### src/rtl/hk_spi_pkg.sv
// Shared definitions for the housekeeping SPI engine.
// Holds the FSM state encoding and the default header/data/prescaler sizes.
package hk_spi_pkg;

  localparam int HK_H_LNG = 16;
  localparam int HK_L_LNG = 8;
  localparam int HK_PRESC = 255;

  typedef enum logic [2:0] {
    ST_IDLE,
    ST_SETUP,
    ST_HDR,
    ST_DATA,
    ST_HOLD
  } spi_state_t;

endpackage

### src/rtl/hk_spi_presc.sv
// Half-period prescaler: counts 0..PRESC while enabled, ticks at PRESC and wraps.
// Held at zero when disabled so every transaction starts on a full half period.
module hk_spi_presc
  import hk_spi_pkg::*;
#(
  parameter int PRESC = HK_PRESC
) (
  input  logic clk_i,
  input  logic rst_i,
  input  logic i_en,
  output logic o_tick
);

  localparam int            CW  = (PRESC < 1) ? 1 : $clog2(PRESC + 1);
  localparam logic [CW-1:0] TOP = CW'(PRESC);

  logic [CW-1:0] r_cnt;

  always_ff @(posedge clk_i or posedge rst_i) begin
    if (rst_i) begin
      r_cnt <= '0;
    end else if (!i_en || (r_cnt == TOP)) begin
      r_cnt <= '0;
    end else begin
      r_cnt <= r_cnt + CW'(1);
    end
  end

  assign o_tick = i_en && (r_cnt == TOP);

endmodule

### src/rtl/hk_spi_engine.sv
// SPI master for housekeeping registers: header phase, then a write or read data phase.
// SCK idles high; MOSI changes on falling SCK, MISO is sampled on rising SCK.
//
// state | meaning
// IDLE  | waiting for start, CS high
// SETUP | CS low, one half period before the first SCK edge
// HDR   | shifting out header bits
// DATA  | shifting out write data or capturing read data
// HOLD  | one half period with SCK high before CS is released
module hk_spi_engine
  import hk_spi_pkg::*;
#(
  parameter int H_LNG = HK_H_LNG,
  parameter int L_LNG = HK_L_LNG,
  parameter int PRESC = HK_PRESC
) (
  input  logic        clk_i,
  input  logic        rst_i,
  input  logic        spi_start_i,
  input  logic [15:0] dat_wr_h_i,
  input  logic [15:0] dat_wr_l_i,
  output logic [15:0] dat_rd_l_o,
  output logic        sts_spi_busy_o,
  output logic        spi_cs_o,
  output logic        spi_clk_o,
  input  logic        spi_miso_i,
  output logic        spi_mosi_o,
  output logic        spi_mosi_t
);

  localparam logic [31:0] HDR_KEEP = ~(32'hFFFF_FFFF >> H_LNG);
  localparam logic [15:0] RD_MASK  = 16'hFFFF >> (16 - L_LNG);
  localparam logic [4:0]  H_LAST   = 5'(H_LNG - 1);
  localparam logic [4:0]  L_LAST   = 5'(L_LNG - 1);

  spi_state_t r_state;
  spi_state_t w_state_nxt;

  logic        w_tick;
  logic        w_sck_fall;
  logic        w_sck_rise;
  logic [15:0] w_dat_l_al;
  logic [31:0] w_tx_load;

  logic [31:0] r_tx;
  logic [15:0] r_rx;
  logic [4:0]  r_bit_cnt;
  logic        r_rd;
  logic        r_cs;
  logic        r_sck;
  logic        r_mosi;
  logic        r_mosi_t;
  logic        r_busy;
  logic [15:0] r_dat_rd;

  hk_spi_presc #(
    .PRESC(PRESC)
  ) u_presc (
    .clk_i (clk_i),
    .rst_i (rst_i),
    .i_en  (r_state != ST_IDLE),
    .o_tick(w_tick)
  );

  // Header bits sit at the top of the frame, data bits follow directly below them.
  assign w_dat_l_al = dat_wr_l_i << (16 - L_LNG);
  assign w_tx_load  = ({dat_wr_h_i, 16'h0000} & HDR_KEEP) | ({w_dat_l_al, 16'h0000} >> H_LNG);

  always_ff @(posedge clk_i or posedge rst_i) begin
    if (rst_i) begin
      r_state <= ST_IDLE;
    end else begin
      r_state <= w_state_nxt;
    end
  end

  always_comb begin
    w_state_nxt = r_state;
    w_sck_fall  = 1'b0;
    w_sck_rise  = 1'b0;
    case (r_state)
      ST_IDLE: begin
        if (spi_start_i) w_state_nxt = ST_SETUP;
      end
      ST_SETUP: begin
        if (w_tick) w_state_nxt = ST_HDR;
      end
      ST_HDR: begin
        if (w_tick) begin
          if (r_sck) begin
            w_sck_fall = 1'b1;
          end else begin
            w_sck_rise = 1'b1;
            if (r_bit_cnt == H_LAST) w_state_nxt = ST_DATA;
          end
        end
      end
      ST_DATA: begin
        if (w_tick) begin
          if (r_sck) begin
            w_sck_fall = 1'b1;
          end else begin
            w_sck_rise = 1'b1;
            if (r_bit_cnt == L_LAST) w_state_nxt = ST_HOLD;
          end
        end
      end
      ST_HOLD: begin
        if (w_tick) w_state_nxt = ST_IDLE;
      end
      default: w_state_nxt = ST_IDLE;
    endcase
  end

  always_ff @(posedge clk_i or posedge rst_i) begin
    if (rst_i) begin
      r_tx      <= '0;
      r_rx      <= '0;
      r_bit_cnt <= '0;
      r_rd      <= 1'b0;
      r_cs      <= 1'b1;
      r_sck     <= 1'b1;
      r_mosi    <= 1'b0;
      r_mosi_t  <= 1'b1;
      r_busy    <= 1'b0;
      r_dat_rd  <= '0;
    end else begin
      if (r_state == ST_IDLE && spi_start_i) begin
        r_tx      <= w_tx_load;
        r_rd      <= dat_wr_h_i[15];
        r_rx      <= '0;
        r_bit_cnt <= '0;
        r_cs      <= 1'b0;
        r_busy    <= 1'b1;
        r_mosi    <= 1'b0;
        r_mosi_t  <= 1'b0;
      end
      if (w_sck_fall) begin
        r_sck <= 1'b0;
        r_tx  <= r_tx << 1;
        r_mosi <= (r_state == ST_DATA && r_rd) ? 1'b0 : r_tx[31];
      end
      if (w_sck_rise) begin
        r_sck     <= 1'b1;
        r_rx      <= {r_rx[14:0], spi_miso_i};
        r_bit_cnt <= (w_state_nxt != r_state) ? 5'd0 : r_bit_cnt + 5'd1;
      end
      // A read releases MOSI for the entire data phase.
      if (r_state == ST_HDR && w_state_nxt == ST_DATA && r_rd) begin
        r_mosi_t <= 1'b1;
        r_mosi   <= 1'b0;
      end
      if (r_state == ST_HOLD && w_tick) begin
        r_cs     <= 1'b1;
        r_busy   <= 1'b0;
        r_mosi_t <= 1'b1;
        r_mosi   <= 1'b0;
        if (r_rd) r_dat_rd <= r_rx & RD_MASK;
      end
    end
  end

  assign dat_rd_l_o     = r_dat_rd;
  assign sts_spi_busy_o = r_busy;
  assign spi_cs_o       = r_cs;
  assign spi_clk_o      = r_sck;
  assign spi_mosi_o     = r_mosi;
  assign spi_mosi_t     = r_mosi_t;

endmodule

### config.mk
export PLATFORM = sky130hd
export DESIGN_NAME = hk_spi_engine
export DESIGN_NICKNAME = d
export VERILOG_FILES = /design/src/rtl/hk_spi_pkg.sv /design/src/rtl/hk_spi_presc.sv /design/src/rtl/hk_spi_engine.sv
export SDC_FILE = /design/constraint.sdc
export NUM_CORES = 1
export LEC_CHECK = 0
export BUFFER_PORTS_ARGS = -buffer_cell sky130_fd_sc_hd__buf_2
export CAP_MARGIN = 30
export CORE_AREA = 8 8 76 105
export CTS_BUF_LIST = sky130_fd_sc_hd__clkbuf_16
export DETAILED_ROUTE_END_ITERATION = 8
export DIE_AREA = 0 0 84 113
export PLACE_DENSITY = 0.66
export REMOVE_ABC_BUFFERS = 1
export SLEW_MARGIN = 10
export SYNTH_ARGS = -nofsm -noshare
export SYNTH_HDL_FRONTEND = slang
export SYNTH_SLANG_ARGS = --single-unit
### constraint.sdc
create_clock -name clk_i -period 3.4 [get_ports clk_i]
set_input_delay 0.34 -clock clk_i [delete_from_list [all_inputs] [get_ports clk_i]]
set_output_delay 0.34 -clock clk_i [all_outputs]
set_load 0.02 [all_outputs]
==> impl_metrics.json <==
{
  "tritoncts": "done",
  "core_sq_mm": 0.006437,
  "rsz0062_at_grt": "no",
  "gp_congestion": 0.8140,
  "wl_per_cell_um": 14.40,
  "synth-async-reset-ratio_pct": 100.0,
  "h-tree-depth": 3,
  "dp_hpwl_mm": 3.982,
  "dpl-instance-area_sq_mm": 0.003084,
  "yosys_warnings": 0,
  "fmax_mhz": 496.0,
  "grt_first_pass_wirelength_mm": 10.04,
  "antenna_found_initial": 0,
  "synth_edf_count": 0,
  "p_seq_share_pct": 42.9,
  "postSynthCellCount": 286,
  "crit_path_end_kind": "flip-flop",
  "cts_resized": 0,
  "nFillCells": 582,
  "ys_ff_latch": 62,
  "start_kind": "flip-flop",
  "clk_pin_slew_worst_paths_ns": 0.06,
  "hold_violations": 0,
  "fp.dieW_um": 84,
  "synth_cell_types": 41,
  "clockBufferDepth": 2,
  "finalNonFillerCells": 410,
  "synth_area_sq_mm": 0.002846,
  "cts_inserted_buffers": 9,
  "setup_viol": 0,
  "die_area_sq_mm": 0.009492,
  "clockRootBuffer": "clkbuf_16",
  "finalSetupTns_ns": 0,
  "syn2layout_area_growth_pct": 20.26,
  "wl_met1_mm": 2.473,
  "diodes": 0,
  "antenna_left": 0,
  "fp.dieH_um": 113,
  "vias_per_cell": 5.215,
  "path_max_fanout": 9,
  "post-route-util_pct": 53.18,
  "clkPwrFrac_pct": 49.1,
  "std_cell_rows": 35,
  "synth_top_area_cell": "dfrtp_1",
  "layout_common_cells": "nand2_1 (79), dfrtp_1 (59), buf_2 (40)",
  "final_nets": 370,
  "ys_seq_area_share_pct": 54.64,
  "whs_ns": 0.1180,
  "route.met2.wl_mm": 3.105,
  "irDropWorstVdd_v": 0.0003676,
  "ios": 57,
  "switching_share_pct": 23.22,
  "cp.required_ns": 3.61,
  "highest-signal-layer": "met4",
  "path_class": "flip-flop to flip-flop",
  "grt_max_degree": 35,
  "grt_pass1_vias": 2246,
  "p_sw_mw": 0.4850,
  "worstPathArrival_ns": 2.22,
  "fin_total_pwr_mw": 2.089,
  "grt_overflow": 0,
  "clk_latency_ns": 0.32,
  "firstDrtPassIters": 6,
  "finClkSkew_ns": 0.006653,
  "gr-usage-all-layers_pct": 12.91,
  "status": "finished clean",
  "place_ws_ns": 1.366,
  "post_cts_buffers": 0,
  "final.setup.worst_slack_ns": 1.384,
  "ys_top_cells_by_area": "dfrtp_1 (52%), nand2_1 (10%), a22oi_1 (5.8%)",
  "route.met3.wl_um": 254,
  "p_int_mw": 1.604,
  "initial_core_util_pct": 44.22,
  "p_comb_share_pct": 8.0,
  "final_area_sq_mm": 0.003423,
  "num_vias": 2138,
  "drive_gt1_share_pct": 23.81,
  "finalCritPeriodShare_pct": 59.30,
  "final_common_cell": "nand2_1",
  "hp-class": "input port to async pin",
  "route.detailed.drc": 0,
  "maxSlewHeadroom_pct": 41.64,
  "max-cap-violations": 0,
  "cts_hold_buffers": 0,
  "synth_ff_type": "dfrtp_1",
  "port_buffers": 40,
  "postSynthAreaPerCell_sq_um": 9.953,
  "drv_slew": 0,
  "dp.cells": 394,
  "drt_iter0_drc": 116,
  "powerDensity_mw_per_mm2": 610.2,
  "clock-sinks": 62,
  "tightestPinTransition_ns": 0.8745,
  "wl_mm": 5.905,
  "synth_top_area_share_pct": 51.87,
  "p_leak_nw": 1.731,
  "period_needed_ns": 2.016
}
-- kinds of logic (layout without fill, tap and decap cells) --
family,count (synthesis),count (layout),share of synthesized area (%)
and+or+nand+nor,126,126,21.06
DFF,62,62,54.64
AOI/OAI and AO/OA,53,53,12.26
buffers and inverters,26,69,5.231
muxes,9,9,3.517
xor gates and xnor gates,6,6,1.846
adders and majority gates,3,3,1.319
other,1,8,0.1317
-- registers in the layout, indices dropped and copies added, names as in the netlist --
register and flops:
r_tx 24, u_presc.r_cnt 8, r_state 3, r_bit_cnt 5, spi_mosi_o 1, r_rx 8, dat_rd_l_o 8, spi_mosi_t 1
sts_spi_busy_o 1, r_rd 1, spi_clk_o 1, spi_cs_o 1
-- critical path: stages, from the launching register on --
cell     delay [ns]
dfrtp_1        0.38
ha_1           0.27
nand4_4        0.22
nor2_1         0.38
nand3_2        0.30
mux2_2         0.35
-- cell usage after synthesis, drive strengths merged, types with 3 or more instances --
master / instances
and3: 3
dfstp: 3
buf: 17
nor2b: 3
and2: 3
a21oi: 4
ha: 3
nand2: 79
mux2: 8
o21ai: 19
nor3: 3
xnor2: 4
dfrtp: 59
nor2: 14
nand3: 8
a22oi: 22
nor4: 4
inv: 8
-- metal layers --
layer,track usage (%),up-vias
met2,21.94,41
li1,-,1049
met3,4.313,7
met4,5.896,0
met1,14.16,1041
met5,0,-
-- cell type report --
cell class,instances,area [sq um],share of cell area (%)
multi-input cells,205,1169,34.14
well taps,74,92.59,2.705
repair buffers,45,237.7,6.944
clock inverters,7,113.9,3.326
clock buffers,9,225.2,6.579
flip-flops and latches,62,1555,45.43
inverters,8,30.03,0.8772
-- power groups by stage --
stage	sequential, mW	clock [mW]	combinational (mW)
floorplan	0.892	0	0.125
global placement	0.904	0	0.159
detailed placement	0.906	0	0.169
CTS	0.897	1.04	0.170
global route	0.908	1.08	0.196
finish	0.897	1.03	0.166
-- worst paths after layout --
check / depth (start not counted) / startpoint / end / slack (ns)
min reg2reg: 2 / r_tx[28] / r_tx[28] / 0.47
min in group clk_i: 3 / spi_miso_i / r_rx[0] / 0.22
max in group asynchronous: 3 / rst_i / spi_clk_o / 2.40
min: 2 / rst_i / dat_rd_l_o[0] / 0.12
max reg2reg: 5 / u_presc.r_cnt[0] / dat_rd_l_o[2] / 1.38
max: 5 / u_presc.r_cnt[0] / dat_rd_l_o[2] / 1.38
Power figures use the tool's default switching activity.
